===== config.mk =====
export PLATFORM = sky130hd
export DESIGN_NAME = sequential_divider
export DESIGN_NICKNAME = d
export VERILOG_FILES = /design/src/rtl/sequential_divider.sv
export SDC_FILE = /design/constraint.sdc
export NUM_CORES = 1
export LEC_CHECK = 0
export BUFFER_PORTS_ARGS = -buffer_cell sky130_fd_sc_hd__buf_2
export CORE_MARGIN = 1
export CORE_UTILIZATION = 60
export CTS_BUF_LIST = sky130_fd_sc_hd__clkbuf_16
export DETAILED_ROUTE_END_ITERATION = 12
export HOLD_SLACK_MARGIN = 0.06
export PLACE_DENSITY = 0.84
export SLEW_MARGIN = 0
export SYNTH_ARGS = -nofsm -noshare
export SYNTH_HDL_FRONTEND = slang
export SYNTH_SLANG_ARGS = --single-unit

===== constraint.sdc =====
create_clock -name clk -period 4.35 [get_ports clk]
set_clock_uncertainty 0.05 [all_clocks]
set_input_delay 0.2175 -clock clk [delete_from_list [all_inputs] [get_ports clk]]
set_output_delay 0.2175 -clock clk [all_outputs]
set_load 0.1 [all_outputs]

===== src/rtl/sequential_divider.sv =====
// sequential_divider: unsigned restoring divider, one quotient bit per clock, MSB first
// Ports: clk/rst (sync, active-high); start,a,b request a divide while ready;
// done pulses for one cycle as quo/rem/dbz take the new result and hold it.
module sequential_divider #(
  parameter int size = 8
) (
  input  logic            clk,
  input  logic            rst,
  input  logic            start,
  input  logic [size-1:0] a,
  input  logic [size-1:0] b,
  output logic            ready,
  output logic            done,
  output logic [size-1:0] quo,
  output logic [size-1:0] rem,
  output logic            dbz
);
  localparam int CW = $clog2(size + 1);
  typedef enum logic [1:0] {IDLE, CALC, DONE} state_t;
  state_t          state_q;
  logic [size-1:0] a_q, b_q;
  logic [size:0]   p_q;
  logic [CW-1:0]   cnt_q;
  logic [size:0]   s_d, p_d;
  logic            ge_d;
  // a_q shifts dividend bits out of its MSB while quotient bits enter at its LSB.
  // p_q[size] is always clear because the remainder stays below the divisor.
  always_comb begin
    s_d  = {p_q[size-1:0], a_q[size-1]};
    ge_d = p_q[size] | (s_d >= {1'b0, b_q});
    p_d  = ge_d ? s_d - {1'b0, b_q} : s_d;
  end
  // Outputs lag the state by one edge, so ready drops the cycle after acceptance
  // and done/results appear the cycle after the FSM reaches DONE.
  always_ff @(posedge clk) begin
    if (rst) begin
      state_q <= IDLE;
      a_q     <= '0;
      b_q     <= '0;
      p_q     <= '0;
      cnt_q   <= '0;
      ready   <= 1'b1;
      done    <= 1'b0;
      quo     <= '0;
      rem     <= '0;
      dbz     <= 1'b0;
    end else begin
      ready <= state_q == IDLE;
      done  <= state_q == DONE;
      case (state_q)
        IDLE: if (start && ready) begin
          a_q     <= a;
          b_q     <= b;
          p_q     <= '0;
          cnt_q   <= CW'(size);
          state_q <= b == '0 ? DONE : CALC;
        end
        CALC: begin
          p_q     <= p_d;
          a_q     <= {a_q[size-2:0], ge_d};
          cnt_q   <= cnt_q - CW'(1);
          state_q <= cnt_q == CW'(1) ? DONE : CALC;
        end
        DONE: begin
          quo     <= b_q == '0 ? '1 : a_q;
          rem     <= b_q == '0 ? a_q : p_q[size-1:0];
          dbz     <= b_q == '0;
          state_q <= IDLE;
        end
        default: state_q <= IDLE;
      endcase
    end
  end
endmodule


Word-level counts from Yosys, hierarchy flattened:

Index checks and enable logic that the tools add are counted.

* flip-flop bits (word level): 50
* bits in latches: 0
* memory bits (writable): 0
* ROM bits: 0
* input port bits: 19
* output and inout port bits: 19
* logic and storage cells: 38
* memories: 0

* add/subtract/negate cells: 2
* multiply operators: 0
* div/mod/pow operators: 0
* order comparisons: 1
* eq/ne operators: 4
* shift operators: 0
* multiplexer cells: 13
* bitwise operators: 1
* reductions and logical operators: 7

Operators by type and width (count)
* 8-bit two-way mux: 3
* 9-bit two-way mux: 2
* 9-bit one-hot mux with 2 select lines: 1
* 8-bit zero test: 2
* 8-bit one-hot mux with 2 select lines: 1
* 9-bit by 8-bit greater-or-equal comparator with 1-bit output: 1
* 9-bit by 8-bit subtractor with 9-bit output: 1
* 4-bit one-hot mux with 2 select lines: 1
* 2-bit two-way mux: 3
* 4-bit by 1-bit == test with 1-bit output (second input constant): 1
* 4-bit two-way mux: 1
* 2-bit one-hot mux with 2 select lines: 1
* 2-bit AND reduction: 2
* 4-bit by 1-bit subtractor with 4-bit output (second input constant): 1
* 2-bit by 1-bit == test with 1-bit output (second input constant): 1
* 2-bit == test (second input constant): 1
* 2-bit zero test: 1
* 2-bit by 1-bit != test with 1-bit output (second input constant): 1
* 2-bit nonzero test: 1
* 1-bit logical AND: 1
* 1-bit OR: 1

Logic depth before layout (Yosys ltp):

Gate-level depths: netlist (run 1).

* depth in word-level cells: 4
* depth in mapped cells: 9
* gate-level depth less buffers: 8

Worst setup path after synthesis (run 1):

Ideal clock, no wire load.

* kind: register to register
* start point: reg ready
* end point: reg a_q[6]
* setup time: 0.071 ns
* arrival time: 2.108 ns
* data required time: 4.229 ns
* setup slack: 2.122 ns
* cell stages (with the launch flop): 6
* path buffers: 1
* clock period less this slack: 2.228 ns
* path through: dfxtp_1 > nand2_1 > nor3_2 > clkbuf_1 > a22oi_1 > a21oi_1

* word-level cells in the longest chain between the ends: 3

Ends and longest elaborated chain
* from (decl): RTL line 12 `output logic ready,`
* from (signal assigned): RTL line 42 `ready <= 1'b1;`
* from (signal assigned): RTL line 48 `ready <= state_q == IDLE;`
* 1-bit logical AND: RTL line 51 `IDLE: if (start && ready) begin`
* 2-bit by 1-bit != test with 1-bit output (no source line)
* 2-bit AND reduction (no source line)
* to (signal assigned): RTL line 60 `a_q <= {a_q[size-2:0], ge_d};`
* to (decl): RTL line 21 `logic [size-1:0] a_q, b_q;`

No other way between the ends.
A chain may end at the register's enable or synchronous reset.

Final worst setup path (run 1):

* start point: reg b_q[6]
* end point: reg p_q[1]

* word-level cells in the longest chain between the ends: 4

Ends and longest elaborated chain
* from (decl): RTL line 21
* from (signal assigned): RTL line 39 `b_q <= '0;`
* from (signal assigned): RTL line 53 `b_q <= b;`
* 9-bit by 8-bit greater-or-equal comparator with 1-bit output: RTL line 30 `ge_d = p_q[size] | (s_d >= {1'b0, b_q});`
* 1-bit OR: RTL line 30
* 9-bit two-way mux: RTL line 31 `p_d = ge_d ? s_d - {1'b0, b_q} : s_d;`
* 9-bit one-hot mux with 2 select lines: RTL line 50 `case (state_q)`
* to (signal assigned): RTL line 59 `p_q <= p_d;`
* to (decl): RTL line 22 `logic [size:0] p_q;`

No other way between the ends.

==> results by group, run 1 <==
Global route
  – First-pass GRT wire length: between 9 and 10 mm
  – Antenna violations before repair: 0
  – Vias in the first global route: between 1.5k and 2k
  – Largest net degree at the start of global routing: 44
  – Total GRT Usage: between 20% and 30%
  – Overflow after GRT: 0

Critical path
  – Cell mode on critical path: o21ai_0
  – CP required: around 4500 ps
  – Crit path capture type: register
  – Critical path origin: b_q[6]
  – Worst R2R Start: b_q[6]
  – CP Max Fanout: 12
  – CP Launch Type: register
  – Crit Path Class: reg -> reg
  – Crit path buf inv count: 1
  – CP max stage cell: o21ai_0
  – CP top delay family: compound AO/OA/AOI/OAI gates
  – Worst EP arrival: between 2000 and 3000 ps
  – Flop2flop setup slack: ~1800 ps
  – CP max stage delay: 810 ps
  – Cell Chain, Critical Path: inv_1, ha_1, nand4_1, o21ai_0, o21ai_0, a32o_1

Clock tree
  – Root Driver: clkbuf_16
  – Hold buffer count at CTS: 0
  – Clock slew at reported path FFs: ~70 ps
  – Post_cts resized: 0
  – # H-tree levels: 2
  – Clk buf depth: 2
  – Num CTS Buffers: 5
  – Clock Latency Late Sink: 290 ps
  – Clk sinks: 50
  – Buffer count from post-CTS setup fixing: 0
  – CTS tree: yes

STA
  – Fmax achieved: roughly 400 MHz
  – Fin crit period: roughly 2500 ps
  – Final Setup Violations: 0
  – Fin. Hold Viols: 0
  – Max transition margin: 28.3%
  – Tcrit/Tclk final: 57.6%
  – Worst-Margin Slew: about 1100 ps
  – Unrepaired setup endpoints after global routing: false
  – Sum of negative setup slack: 0 ps
  – Final Slew Violations: 0

Power and ir drop
  – Logic pwr share: 34.0%
  – Power Density: around 530 mW/mm²
  – Switching share of power: 35.8%
  – PnR Total Power: approximately 1500 µW
  – Clock Power Share: around 29%
  – Leak: between 0.001 and 0.0015 µW
  – Psw: 529 µW
  – Peak supply drop: roughly 0.24 mV
  – Seq pwr share: roughly 37%
  – Pint: ~950 µW

Synth
  – Synth Area in XOR/XNOR: roughly 1.1%
  – Async SR Flop Fraction: 0%
  – Mux contribution to synthesized area: 0%
  – Avg Inst Size Synth: between 7 and 8 µm²
  – Netlist Area Pre-Place: 0.00247 mm²
  – Synth Area in Adders: 5.87%
  – Gate Count Post-Synth: around 310
  – Syn nets: 343
  – Main synth FF type: dfxtp_1
  – #FFs+latches synth: 50
  – Post-Synth Simple-Gate Area: 25.8%
  – Sequential area share after synthesis: approximately 40%
  – EDFF count, synth: 0
  – Largest family of logic cells by synthesized area: simple AND/OR/NAND/NOR gates
  – Synth warnings: 0
  – Compound-Gate Fraction of Synth Area: a little over a fifth
  – Synth unique cells: 44

Finish
  – Fill cells: roughly 300
  – Reg area: ~0.0010 mm²
  – Layout overhead on the synthesized area: 12.8%
  – Final antenna diode count: 0
  – Multi-input gate area: 0.00132 mm²
  – Fraction of layout cells with a size suffix above 1: between 10% and 20%
  – Nets@finish: ~370

Routing
  – Via density: a little under 6
  – DR WL/cell: about 14 µm
  – Pre-antenna DRT Iters: 4
  – Detailed Route WL: roughly 5.5 mm
  – Final ANT Viol Nets: 0
  – Number of DRC markers in iteration 0: around 210
  – # DRC: 0
  – Vias: about 2.3k

Die
  – Die width: around 66 µm
  – Die area: roughly 0.0044 mm²
  – DIE HEIGHT: approximately 66 µm
  – Core Region: roughly 0.0038 mm²
  – I/O pins: 38
  – Row count: 22
  – Initial Util: roughly two thirds

Placed design
  – Port Buffers: 37
  – Gpl congestion: around 0.89
  – Post-DP HPWL: roughly 3.8 mm

Job
  – Max capacitance violation total: 0

Min path
  – Hold wc startpoint: b[4]
  – Min-delay worst type: in -> reg

Outcome
  – Status: complete, no violations
[registers in the layout, summed over array words and instances, names as in the netlist]
register,flops
p_q,9
a_q,8
b_q,8
quo,8
rem,8
cnt_q,4
state_q,2
dbz,1
done,1
ready,1
[through the flow]
stage	hold slack, ps	setup slack [ps]	utilization, %	cell area [µm²]	instances
3_3_place_gp	392	2020	69.1	2630	378
4_1_cts	126	1840	73.4	2790	386
5_1_grt	136	1560	73.4	2790	386
6_report	128	1840	73.4	2790	386
2_1_floorplan	303	2120	-	2470	313
3_5_place_dp	403	1880	69.1	2630	378
[synthesized netlist by cell type (3+ instances only)]
library cell | number | share of area, %
a22oi_1 | 8 | 2.4
nor4_1 | 5 | 1.3
dfxtp_1 | 50 | 41
nor2_1 | 33 | 5.0
o211ai_1 | 9 | 2.7
clkbuf_1 | 15 | 2.3
nor3_1 | 20 | 4.1
inv_1 | 13 | 2.0
a32o_1 | 3 | 1.2
buf_2 | 4 | 0.81
xor2_1 | 3 | 1.1
nand2b_1 | 5 | 1.3
a31oi_1 | 3 | 0.76
a311oi_1 | 9 | 3.2
nand2_1 | 60 | 9.1
o21ai_0 | 6 | 1.2
a21oi_1 | 21 | 4.3
or3_1 | 3 | 0.76
ha_1 | 10 | 5.1
[kinds of logic after synthesis]
group | Yosys count
and+or+nand+nor | 141
AOI/OAI and AO/OA | 74
DFF | 50
buffers and inverters | 34
adders and majority gates | 11
xor gates and xnor gates | 3
[power by group through the flow]
stage,Sequential (µW),Clock [µW],Combinational (µW)
floorplan,561,0,418
global placement,555,0,475
detailed placement,557,0,486
CTS,547,433,498
global route,554,450,563
finish,549,425,502
[layout make-up]
type / count / area share [%]
clock buffer: 5 / 4.49
clock inverter: 3 / 1.35
inverter: 13 / 1.75
multi-input combinational: 229 / 47.4
sequential: 50 / 35.9
tap: 48 / 2.15
timing repair buffer: 38 / 6.91
[per-layer routing]
metal | GRT usage (%) | wire length, µm | up-vias
met3 | 6.38 | 317 | 9
met2 | 44.1 | 2500 | 68
met1 | 35.8 | 2570 | 1066
met4 | 10.6 | 93 | 0
li1 | - | - | 1159
met5 | 0 | 0 | -
[placed cells by master, fill, tap and decap left out, drive strengths merged, types with 5 or more instances in the layout]
master,n
nor3,21
o21ai,6
inv,15
dfxtp,50
a21oi,21
nand2,60
ha,10
a22oi,8
nand2b,5
o211ai,9
clkbuf,5
buf,38
a311oi,9
nor2,33
nor4,5
[worst paths after layout]
| path | end | cells after the start |
|---|---|---|
| setup / recovery | p_q[1] | 6 |
| hold / removal | b_q[4] | 3 |
| setup reg to reg | p_q[1] | 6 |
| hold reg to reg | dbz | 2 |
[worst register-to-register path, cell delays in order, from the launching register on]
cell	delay [ps]
dfxtp_1	350
inv_1	50
ha_1	420
nand4_1	140
o21ai_0	810
o21ai_0	270
a32o_1	310
No activity file was read; power rests on OpenSTA's default activity.
==> inputs of run 2 (changes only) <==
--- a/config.mk
+++ b/config.mk
@@ -7,11 +7,11 @@
 export LEC_CHECK = 0
 export BUFFER_PORTS_ARGS = -buffer_cell sky130_fd_sc_hd__buf_2
 export CORE_MARGIN = 1
-export CORE_UTILIZATION = 60
+export CORE_UTILIZATION = 51
 export CTS_BUF_LIST = sky130_fd_sc_hd__clkbuf_16
 export DETAILED_ROUTE_END_ITERATION = 12
 export HOLD_SLACK_MARGIN = 0.06
-export PLACE_DENSITY = 0.84
+export PLACE_DENSITY = 0.76
 export SLEW_MARGIN = 0
 export SYNTH_ARGS = -nofsm -noshare
 export SYNTH_HDL_FRONTEND = slang
==> constraint.sdc (replaced) <==
create_clock -name clk -period 2.2 [get_ports clk]
set_clock_uncertainty 0.05 [all_clocks]
set_input_delay 0.11 -clock clk [delete_from_list [all_inputs] [get_ports clk]]
set_output_delay 0.11 -clock clk [all_outputs]
set_load 0.1 [all_outputs]
==> results by group, run 2 (synthesis results as in run 1) <==
Routing
  – Number of DRC markers in iteration 0: between 150 and 200
  – Via density: ~5.6
  – Pre-antenna DRT Iters: 5
  – DR WL/cell: around 14 µm
  – Detailed Route WL: 5.98 mm
  – # DRC: 0
  – Vias: 2363
  – Final ANT Viol Nets: 0

Critical path
  – CP max stage cell: dfxtp_1
  – CP required: around 2300 ps
  – CP Launch Type: register
  – CP max stage delay: approximately 430 ps
  – Cell Chain, Critical Path: ha_1, nand2b_1, a211oi_2, o311a_4, or3_2, a32o_1
  – Critical path origin: p_q[0]
  – Worst R2R Start: p_q[0]
  – Crit path capture type: register
  – Worst EP arrival: ~2200 ps
  – Flop2flop setup slack: 100 ps
  – Crit Path Class: reg -> reg
  – CP Max Fanout: 6

Placed design
  – Gpl congestion: just under 0.9
  – Port Buffers: 37
  – Post-DP HPWL: ~4.2 mm
  – Pre-CTS WS: 23.9 ps

Clock tree
  – # H-tree levels: 2
  – CTS tree: yes
  – Root Driver: clkbuf_16
  – Clk buf depth: 2
  – Num CTS Buffers: 5
  – Clock slew at reported path FFs: 60 ps
  – Clk sinks: 50
  – Buffer count from post-CTS setup fixing: 0
  – Clock Latency Late Sink: between 200 and 300 ps

Global route
  – Antenna violations before repair: 0
  – Overflow after GRT: 0
  – Largest net degree at the start of global routing: 32
  – Vias in the first global route: 2178
  – Total GRT Usage: between 20% and 30%
  – First-pass GRT wire length: between 10 and 15 mm

Finish
  – Largest Register: p_q
  – Layout overhead on the synthesized area: 25.3%
  – Nets@finish: between 300 and 400
  – Fraction of layout cells with a size suffix above 1: between 20% and 30%
  – Fill cells: between 300 and 400
  – Final antenna diode count: 0
  – Most common cell after layout, fill and taps aside: nand2_1
  – Max reg flops: 9
  – Most frequent cells in the layout: 60 x nand2_1, 49 x dfxtp_1, 37 x buf_2, 32 x nor2_1, 22 x buf_4

Min path
  – Hold wc startpoint: a[2]
  – Min-delay worst type: in -> reg

STA
  – Fin worst setup slack: 97.1 ps
  – Final Slew Violations: 0
  – Tcrit/Tclk final: ~96%
  – Worst-Margin Slew: around 500 ps
  – Final Setup Violations: 0
  – Fin crit period: about 2100 ps
  – Max transition margin: between 60% and 70%
  – Fmax achieved: between 400 and 500 MHz
  – Fin. Hold Viols: 0
  – Sum of negative setup slack: 0 ps

Die
  – Die width: around 72 µm
  – DIE HEIGHT: between 70 and 80 µm
  – Initial Util: about 55%
  – I/O pins: 38
  – Core Region: around 0.0045 mm²
  – Row count: 24
  – Die area: just over 0.005 mm²

Job
  – Max capacitance violation total: 0

Power and ir drop
  – Peak supply drop: slightly above 0.5 mV
  – Switching share of power: about a third
  – Seq pwr share: approximately a third
  – Psw: ~1100 µW
  – Logic pwr share: approximately two fifths
  – Leak: approximately 0.0013 µW
  – Power Density: 1050 mW/mm²
  – Pint: 2100 µW
  – Clock Power Share: 26.2%

Outcome
  – Status: complete, no violations
==> run 2: changes by cell type in the layout (fill, tap and decap cells not counted), moves of 2 or more <==
cell,previous run,this run
buf_4,1,22
dlygate4sd3_1,0,9
a21oi_1,21,19
a21oi_2,0,2
ha_1,10,8
ha_4,0,2
==> run 2: power by group through the flow <==
stage / clock network (µW) / logic [µW] / registers [µW]
2_1_floorplan: 0 / 827 / 1110
3_3_place_gp: 0 / 1150 / 1090
3_5_place_dp: 0 / 1180 / 1090
4_1_cts: 855 / 1240 / 1080
5_1_grt: 895 / 1450 / 1090
6_report: 850 / 1310 / 1080
==> run 2: area by class of cell <==
type	count	area, µm²	share of cell area, %
clock inverters	3	37.5	1.21
inverters	13	48.8	1.58
repair buffers	68	440	14.2
well taps	52	65.1	2.10
clock buffers	5	125	4.04
flip-flops and latches	50	1000	32.4
multi-input cells	229	1380	44.5
==> run 2: what timing repair did <==
item                       CTS  global route
setup endpoints to repair    1             4
hold endpoints to repair     9             0
pin swaps                    1             2
resized for setup            2             9
hold buffers                 9             0
==> run 2: layer usage <==
layer	GRT usage (%)	vias to the layer above	share of wire, %
met2	42.5	62	48
li1	-	1217	-
met5	0	-	0
met1	32.8	1075	46
met3	4.22	9	4.8
met4	6.97	0	1.3
==> run 2: stage by stage <==
stage          power [µW]  instance area (µm²)  utilization [%]  std cells  hold slack (ps)
2_1_floorplan        1940                 2470                -        313              196
3_3_place_gp         2240                 2790             61.9        403              319
3_5_place_dp         2270                 2790             61.9        403              318
4_1_cts              3170                 3060             67.9        420             67.6
5_1_grt              3440                 3100             68.8        420             73.4
6_report             3240                 3100             68.8        420             68.7
==> run 2: critical path, delay by kind of cell (launching register included) <==
kind | cells | cell delay [ps]
compound gates | 3 | 710
simple gates | 2 | 520
fa+ha+maj | 1 | 280
flops | 1 | 430
==> run 2: path summary, 6_finish.rpt <==
path                            endpoint  cells after the start
worst max-delay path              p_q[0]                      6
worst min-delay path              a_q[2]                      3
worst max register to register    p_q[0]                      6
worst min register to register       dbz                      2
